--- src/rtl/recovery_rf_restore.sv ---
// Recovery register file restore sequencer.
// Sweeps the recovery RF two entries per cycle (even entry on port A, odd entry
// on port B) and replays each pair into the core RF write ports through a
// single-entry output stage with a valid/ready handshake.
//
// state    | meaning
// ---------+---------------------------------------------------------------
// S_IDLE   | waiting for start_i, read addresses parked at 0
// S_RUN    | reading pair ptr_q, loading the output stage whenever it frees up
// S_DRAIN  | all pairs read, waiting for the core to accept the last pair
// S_DONE   | one-cycle completion pulse on done_o
module recovery_rf_restore #(
  parameter int unsigned ADDR_WIDTH = 5,
  parameter int unsigned DataWidth  = 32,
  parameter int unsigned NumRegs    = 32
) (
  input  logic                  clk_i,
  input  logic                  rst_ni,
  input  logic                  start_i,
  output logic                  busy_o,
  output logic                  done_o,
  output logic [ADDR_WIDTH-1:0] rf_raddr_a_o,
  input  logic [DataWidth-1:0]  rf_rdata_a_i,
  output logic [ADDR_WIDTH-1:0] rf_raddr_b_o,
  input  logic [DataWidth-1:0]  rf_rdata_b_i,
  input  logic                  core_ready_i,
  output logic                  core_we_a_o,
  output logic [ADDR_WIDTH-1:0] core_waddr_a_o,
  output logic [DataWidth-1:0]  core_wdata_a_o,
  output logic                  core_we_b_o,
  output logic [ADDR_WIDTH-1:0] core_waddr_b_o,
  output logic [DataWidth-1:0]  core_wdata_b_o
);

  localparam logic [1:0] S_IDLE  = 2'd0;
  localparam logic [1:0] S_RUN   = 2'd1;
  localparam logic [1:0] S_DRAIN = 2'd2;
  localparam logic [1:0] S_DONE  = 2'd3;

  localparam int unsigned PtrWidth = ADDR_WIDTH - 1;
  localparam logic [PtrWidth-1:0] LastPtr = PtrWidth'(NumRegs / 2 - 1);

  logic [1:0]            state_q;
  logic [PtrWidth-1:0]   ptr_q;
  logic                  valid_q;
  logic [ADDR_WIDTH-1:0] waddr_a_q;
  logic [ADDR_WIDTH-1:0] waddr_b_q;
  logic [DataWidth-1:0]  wdata_a_q;
  logic [DataWidth-1:0]  wdata_b_q;
  logic                  in_run;
  logic                  advance;
  logic [ADDR_WIDTH-1:0] raddr_a;
  logic [ADDR_WIDTH-1:0] raddr_b;

  // Output stage can take a new pair when it is empty or being drained now.
  always_comb begin
    in_run  = (state_q == S_RUN);
    advance = in_run & (~valid_q | core_ready_i);
    raddr_a = in_run ? {ptr_q, 1'b0} : '0;
    raddr_b = in_run ? {ptr_q, 1'b1} : '0;
  end

  // Sequencer state, pair pointer and output stage.
  always_ff @(posedge clk_i) begin
    if (!rst_ni) begin
      state_q   <= S_IDLE;
      ptr_q     <= '0;
      valid_q   <= 1'b0;
      waddr_a_q <= '0;
      waddr_b_q <= '0;
      wdata_a_q <= '0;
      wdata_b_q <= '0;
    end else begin
      case (state_q)
        S_IDLE: begin
          if (start_i) begin
            state_q <= S_RUN;
            ptr_q   <= '0;
          end
        end
        S_RUN: begin
          if (advance) begin
            waddr_a_q <= raddr_a;
            waddr_b_q <= raddr_b;
            wdata_a_q <= rf_rdata_a_i;
            wdata_b_q <= rf_rdata_b_i;
            valid_q   <= 1'b1;
            ptr_q     <= ptr_q + PtrWidth'(1);
            if (ptr_q == LastPtr) begin
              state_q <= S_DRAIN;
            end
          end
        end
        S_DRAIN: begin
          if (valid_q && core_ready_i) begin
            valid_q <= 1'b0;
            state_q <= S_DONE;
          end
        end
        default: begin
          state_q <= S_IDLE;
        end
      endcase
    end
  end

  // Status and write-port outputs; R0 is hardwired in the core, never write it.
  always_comb begin
    busy_o         = (state_q != S_IDLE);
    done_o         = (state_q == S_DONE);
    rf_raddr_a_o   = raddr_a;
    rf_raddr_b_o   = raddr_b;
    core_we_a_o    = valid_q & (waddr_a_q != '0);
    core_waddr_a_o = waddr_a_q;
    core_wdata_a_o = wdata_a_q;
    core_we_b_o    = valid_q;
    core_waddr_b_o = waddr_b_q;
    core_wdata_b_o = wdata_b_q;
  end

endmodule

--- config.mk ---
export PLATFORM = sky130hd
export DESIGN_NAME = recovery_rf_restore
export DESIGN_NICKNAME = d
export VERILOG_FILES = /design/src/rtl/recovery_rf_restore.sv
export SDC_FILE = /design/constraint.sdc
export NUM_CORES = 1
export LEC_CHECK = 0
export CORE_ASPECT_RATIO = 1.2
export CORE_MARGIN = 4
export CORE_UTILIZATION = 35
export DETAILED_ROUTE_END_ITERATION = 7
export PLACE_DENSITY = 0.74
export SLEW_MARGIN = 20
export SYNTH_ARGS = -nofsm -noshare
export SYNTH_HDL_FRONTEND = slang
export SYNTH_SLANG_ARGS = --single-unit
--- constraint.sdc ---
create_clock -name clk_i -period 3.81 [get_ports clk_i]
set_input_delay 0.762 -clock clk_i [delete_from_list [all_inputs] [get_ports clk_i]]
set_output_delay 0.762 -clock clk_i [all_outputs]
set_load 0.01 [all_outputs]
# Yosys cells after proc, flatten, opt, wreduce, memory -nomap -nowiden
# Cells that the tools add are included.
# op_classes
muxes,13
reduce_logical,10
n_div,0
n_mul,0
eq_ne,8
add_sub_neg,1
n_lt_le_gt_ge,0
bitwise_logic,4
n_shift,0
# op_table
cell,count
$mux 5,2
$mux 2,4
$mux 4,2
$pmux 4 s2,1
$pmux 2 s3,1
$reduce_and 3->1,2
$reduce_bool 2->1,3
$reduce_bool 5->1,1
$add 4x1->4 const B,1
$eq 2x2->1 const B,2
$eq 4x4->1 const B,1
$ne 2x1->1 const B,2
$ne 2x2->1 const B,2
$reduce_and 4->1,1
$and 1x1->1,2
$eq 2x1->1 const B,1
$logic_not 2->1,1
$mux 1,2
$pmux 1 s2,1
$reduce_and 2->1,1
$logic_and 1x1->1,1
$not 1->1,1
$or 1x1->1,1
# totals
inputBits,68
rom_bits,0
ramBits,0
memories,0
elab_cells,43
register_bits,81
out_inout_bits,88
latchBits,0

# Logic depth before layout (Yosys ltp)
# logic_depth
word_depth,5
mapped_depth,6
depth_no_buf,5

# Least setup slack after synthesis
# No wires, ideal clock.
# synth_path
path_type,flip-flop to output port
from,register state_q[1]
to,output rf_raddr_b_o[1]
path_stages_with_launch,7
path_slack_ps,1540
t_arrival_ps,1508
n_path_buf,3
t_required_ps,3048
cell_sequence,dfxtp_1 -> inv_1 -> ha_1 -> clkbuf_1 -> clkbuf_1 -> and2_1 -> buf_4
# synth_between
elab_chain_cells,2
# synth_lines
element,line,source
"start, declared",43,logic [1:0] state_q;
"start signal, assigned",66,state_q <= S_IDLE;
"start signal, assigned",77,state_q <= S_RUN;
"start signal, assigned",90,state_q <= S_DRAIN;
$eq 2x1->1,57,in_run = (state_q == S_RUN);
$mux 5,60,"raddr_b = in_run ? {ptr_q, 1'b1} : '0;"
"end, declared",24,"output logic [ADDR_WIDTH-1:0] rf_raddr_b_o,"
# Every way passes these cells.

# Worst setup path in the final report
# layout_path
from,register state_q[0]
to,output rf_raddr_b_o[2]
# Same word-level chain as after synthesis.

==> reports/results.ini <==
[run_status]
status = finished, final reports clean

[setup_path]
path_depth = 3
slowest_stage = ha_2
critPathLaunchType = flip-flop
path_max_fanout = 37
r2r_cells = 5
slowest_delay_ps = 680
critPathTopFamily = adder cells
crit_chain = ha_2 > and2_1 > clkdlybuf4s50_1
worstPathRequired_ps = 3050
setup.worst_path.class = flip-flop to output pin
critPathBufInv = 1
cp-end-kind = output pin
arrival_ps = 2270

[clock_network]
clk_latency_ps = 340
clockBufferDepth = 2
clkSinkCount = 76
cts_buffers = 9
cts_hold_buf = 0
post_cts.repair.setup_buffers = 0
cts.repair.resized = 0
cts-root-buf = clkbuf_8
cts_tree = yes
htree_levels = 3
clkSlewWorstSetupHoldPaths_ps = 80

[synthesis]
synth.most_common_cell = dfxtp_1
yosys-top-cells-count = dfxtp_1 (76), a21oi_1 (71), nand3_1 (71), o21ai_0 (54), clkbuf_1 (32)
synth_edf_count = 0
yosys.cell_types.count = 35
synth_top_area_share_pct = 47.7
synthesis.area_mm2 = 0.00319
avgSynthCellArea_um2 = 8.22
synthTopCellsByArea = dfxtp_1 (48%), a21oi_1 (11%), nand3_1 (11%)
synth_cells = 388
ys.warnings.count = 0
synth_compound_gate_area_share_pct = 24.3
synth-async-reset-ratio_pct = 0
synth.area.mux_share_pct = 0.942
synth_seq_cells = 76
synth_simple_gate_area_share_pct = 15.7
yosys.area.top_type = dfxtp_1
synth-xor-area-share_pct = 0
synth_top_family_by_area = compound AO/OA/AOI/OAI gates
synth_ff_type = dfxtp_1
yosysSeqAreaShare_pct = 47.7
synthAdderAreaFrac_pct = 2.75

[place]
placed_cells = 612
pre_cts_ws_ps = 1100
gp_congestion = 0.708
dp_hpwl_mm = 6.44
port_buffers = 153
dpl-instance-area_mm2 = 0.00465

[grt]
grt_overflow = 0
grt_max_degree = 71
grt_usage_pct = 17.8
grt_pass1_vias = 3228
grt_pass1_wl_mm = 15.5
antenna_found_initial = 0

[route]
dr_wl_met2_mm = 4.87
wl_met1_mm = 4.00
wirelength_mm = 9.87
drc = 0
top_layer = met4
first_iter_violations = 171
wire_per_inst_um = 15.7
detail-route-antenna-nets = 0
first_pass_iters = 6
routed_via_density = 5.20
num_vias = 3263
wl_met3_um = 883

[pwr]
p_leak_uw = 0.00165
power.density_mw_per_mm2 = 574
p_sw_uw = 1000
internal_power_uw = 1770
comb_power_share_pct = 40.5
seqPwrFrac_pct = 37.7
p_sw_share_pct = 36.1
irDropWorstVdd_uv = 269
pwr-share-clk_pct = 21.8

[sta]
finalCriticalPeriod_ps = 3030
layout_setup_ws_ps = 779
finalSetupViolations = 0
relSlewSlack_pct = 32.1
slew_viol_final = 0
rsz0062_at_grt = no
skew_ps = 8.91
max_freq_mhz = 330
tns_ps = 0
worstMarginPinSlew_ps = 1020
hold_viol = 0
fin_crit_sh_pct = 79.5

[finish]
multi_input_area_mm2 = 0.00141
final_util_pct = 55.3
fin_area_mm2 = 0.00484
fin_nets = 581
fin_cells = 628
area_growth_syn_to_layout_pct = 51.8
seq_area_mm2 = 0.00152
drive_gt1_share_pct = 4.50
nFillCells = 798
antennaDiodeCount = 0

[floorplanning]
core_mm2 = 0.00875
die_x_um = 95.1
fp.dieArea_mm2 = 0.0107
start_util_pct = 36.4
row_count = 37
ios = 156
die_y_um = 113

[worst_hold_path]
whs_path_depth = 2
worst_hold_path_type = flip-flop to flip-flop

[job]
drv_cap = 0

placed cells by master, fill, tap and decap left out, drive strengths merged, types with 3 or more instances in the layout:
master and n:
clkdlybuf4s50 153, dfxtp 76, o21ai 72, nand3 71
a21oi 71, clkbuf 10, nand2 8, ha 7
inv 6, and2 4, mux2i 3, buf 3
final cells by class:
| type | instances | area share (%) |
|---|---|---|
| timing repair buffer | 156 | 32.1 |
| sequential | 76 | 31.4 |
| multi-input combinational | 258 | 29.1 |
| tap | 117 | 3.03 |
| clock buffer | 10 | 2.64 |
| clock inverter | 6 | 1.32 |
| inverter | 5 | 0.388 |
per-layer routing:
metal	GRT usage (%)	up-vias
li1	-	1603
met1	20.8	1523
met2	29.9	126
met3	6.37	11
met4	5.58	0
met5	0	-
through the flow:
stage	hold slack, ps	total power, µW
floorplan	469	1680
global placement	460	2170
detailed placement	466	2200
CTS	476	2820
global route	499	2960
finish	475	2780
sequential cells by signal, indices dropped and copies added (netlist names):
signal          flops
ptr_q               4
core_waddr_b_o      4
core_wdata_b_o     32
core_waddr_a_o      1
core_we_b_o         1
core_wdata_a_o     32
state_q             2
power groups by stage:
stage / logic [µW] / registers (µW) / clock network, µW
global route: 1230 / 1070 / 665
global placement: 1110 / 1060 / 0
floorplan: 559 / 1120 / 0
detailed placement: 1140 / 1060 / 0
finish: 1120 / 1050 / 604
CTS: 1140 / 1050 / 628
cells by family (layout without fill, tap and decap cells):
| logic type | Yosys count | after routing |
|---|---|---|
| AO/OA/AOI/OAI | 150 | 150 |
| AND/OR/NAND/NOR | 96 | 96 |
| flip-flops | 76 | 76 |
| buffers and inverters | 55 | 177 |
| adder cells (fa/ha/maj) | 7 | 7 |
| multiplexers | 3 | 3 |
| other | 1 | 2 |
worst min-delay path: stages (launching register included):
cell	delay, ps
dfxtp_1	310
o21ai_0	60
a21oi_1	60
path summary, 6_finish.rpt:
check               startpoint  slack (ps)           endpoint
min          core_wdata_b_o[1]         480  core_wdata_b_o[1]
max reg2reg         state_q[0]        1150           ptr_q[2]
min reg2reg  core_wdata_b_o[1]         480  core_wdata_b_o[1]
max                 state_q[0]         780    rf_raddr_b_o[2]
(Power assumes the default switching activity.)
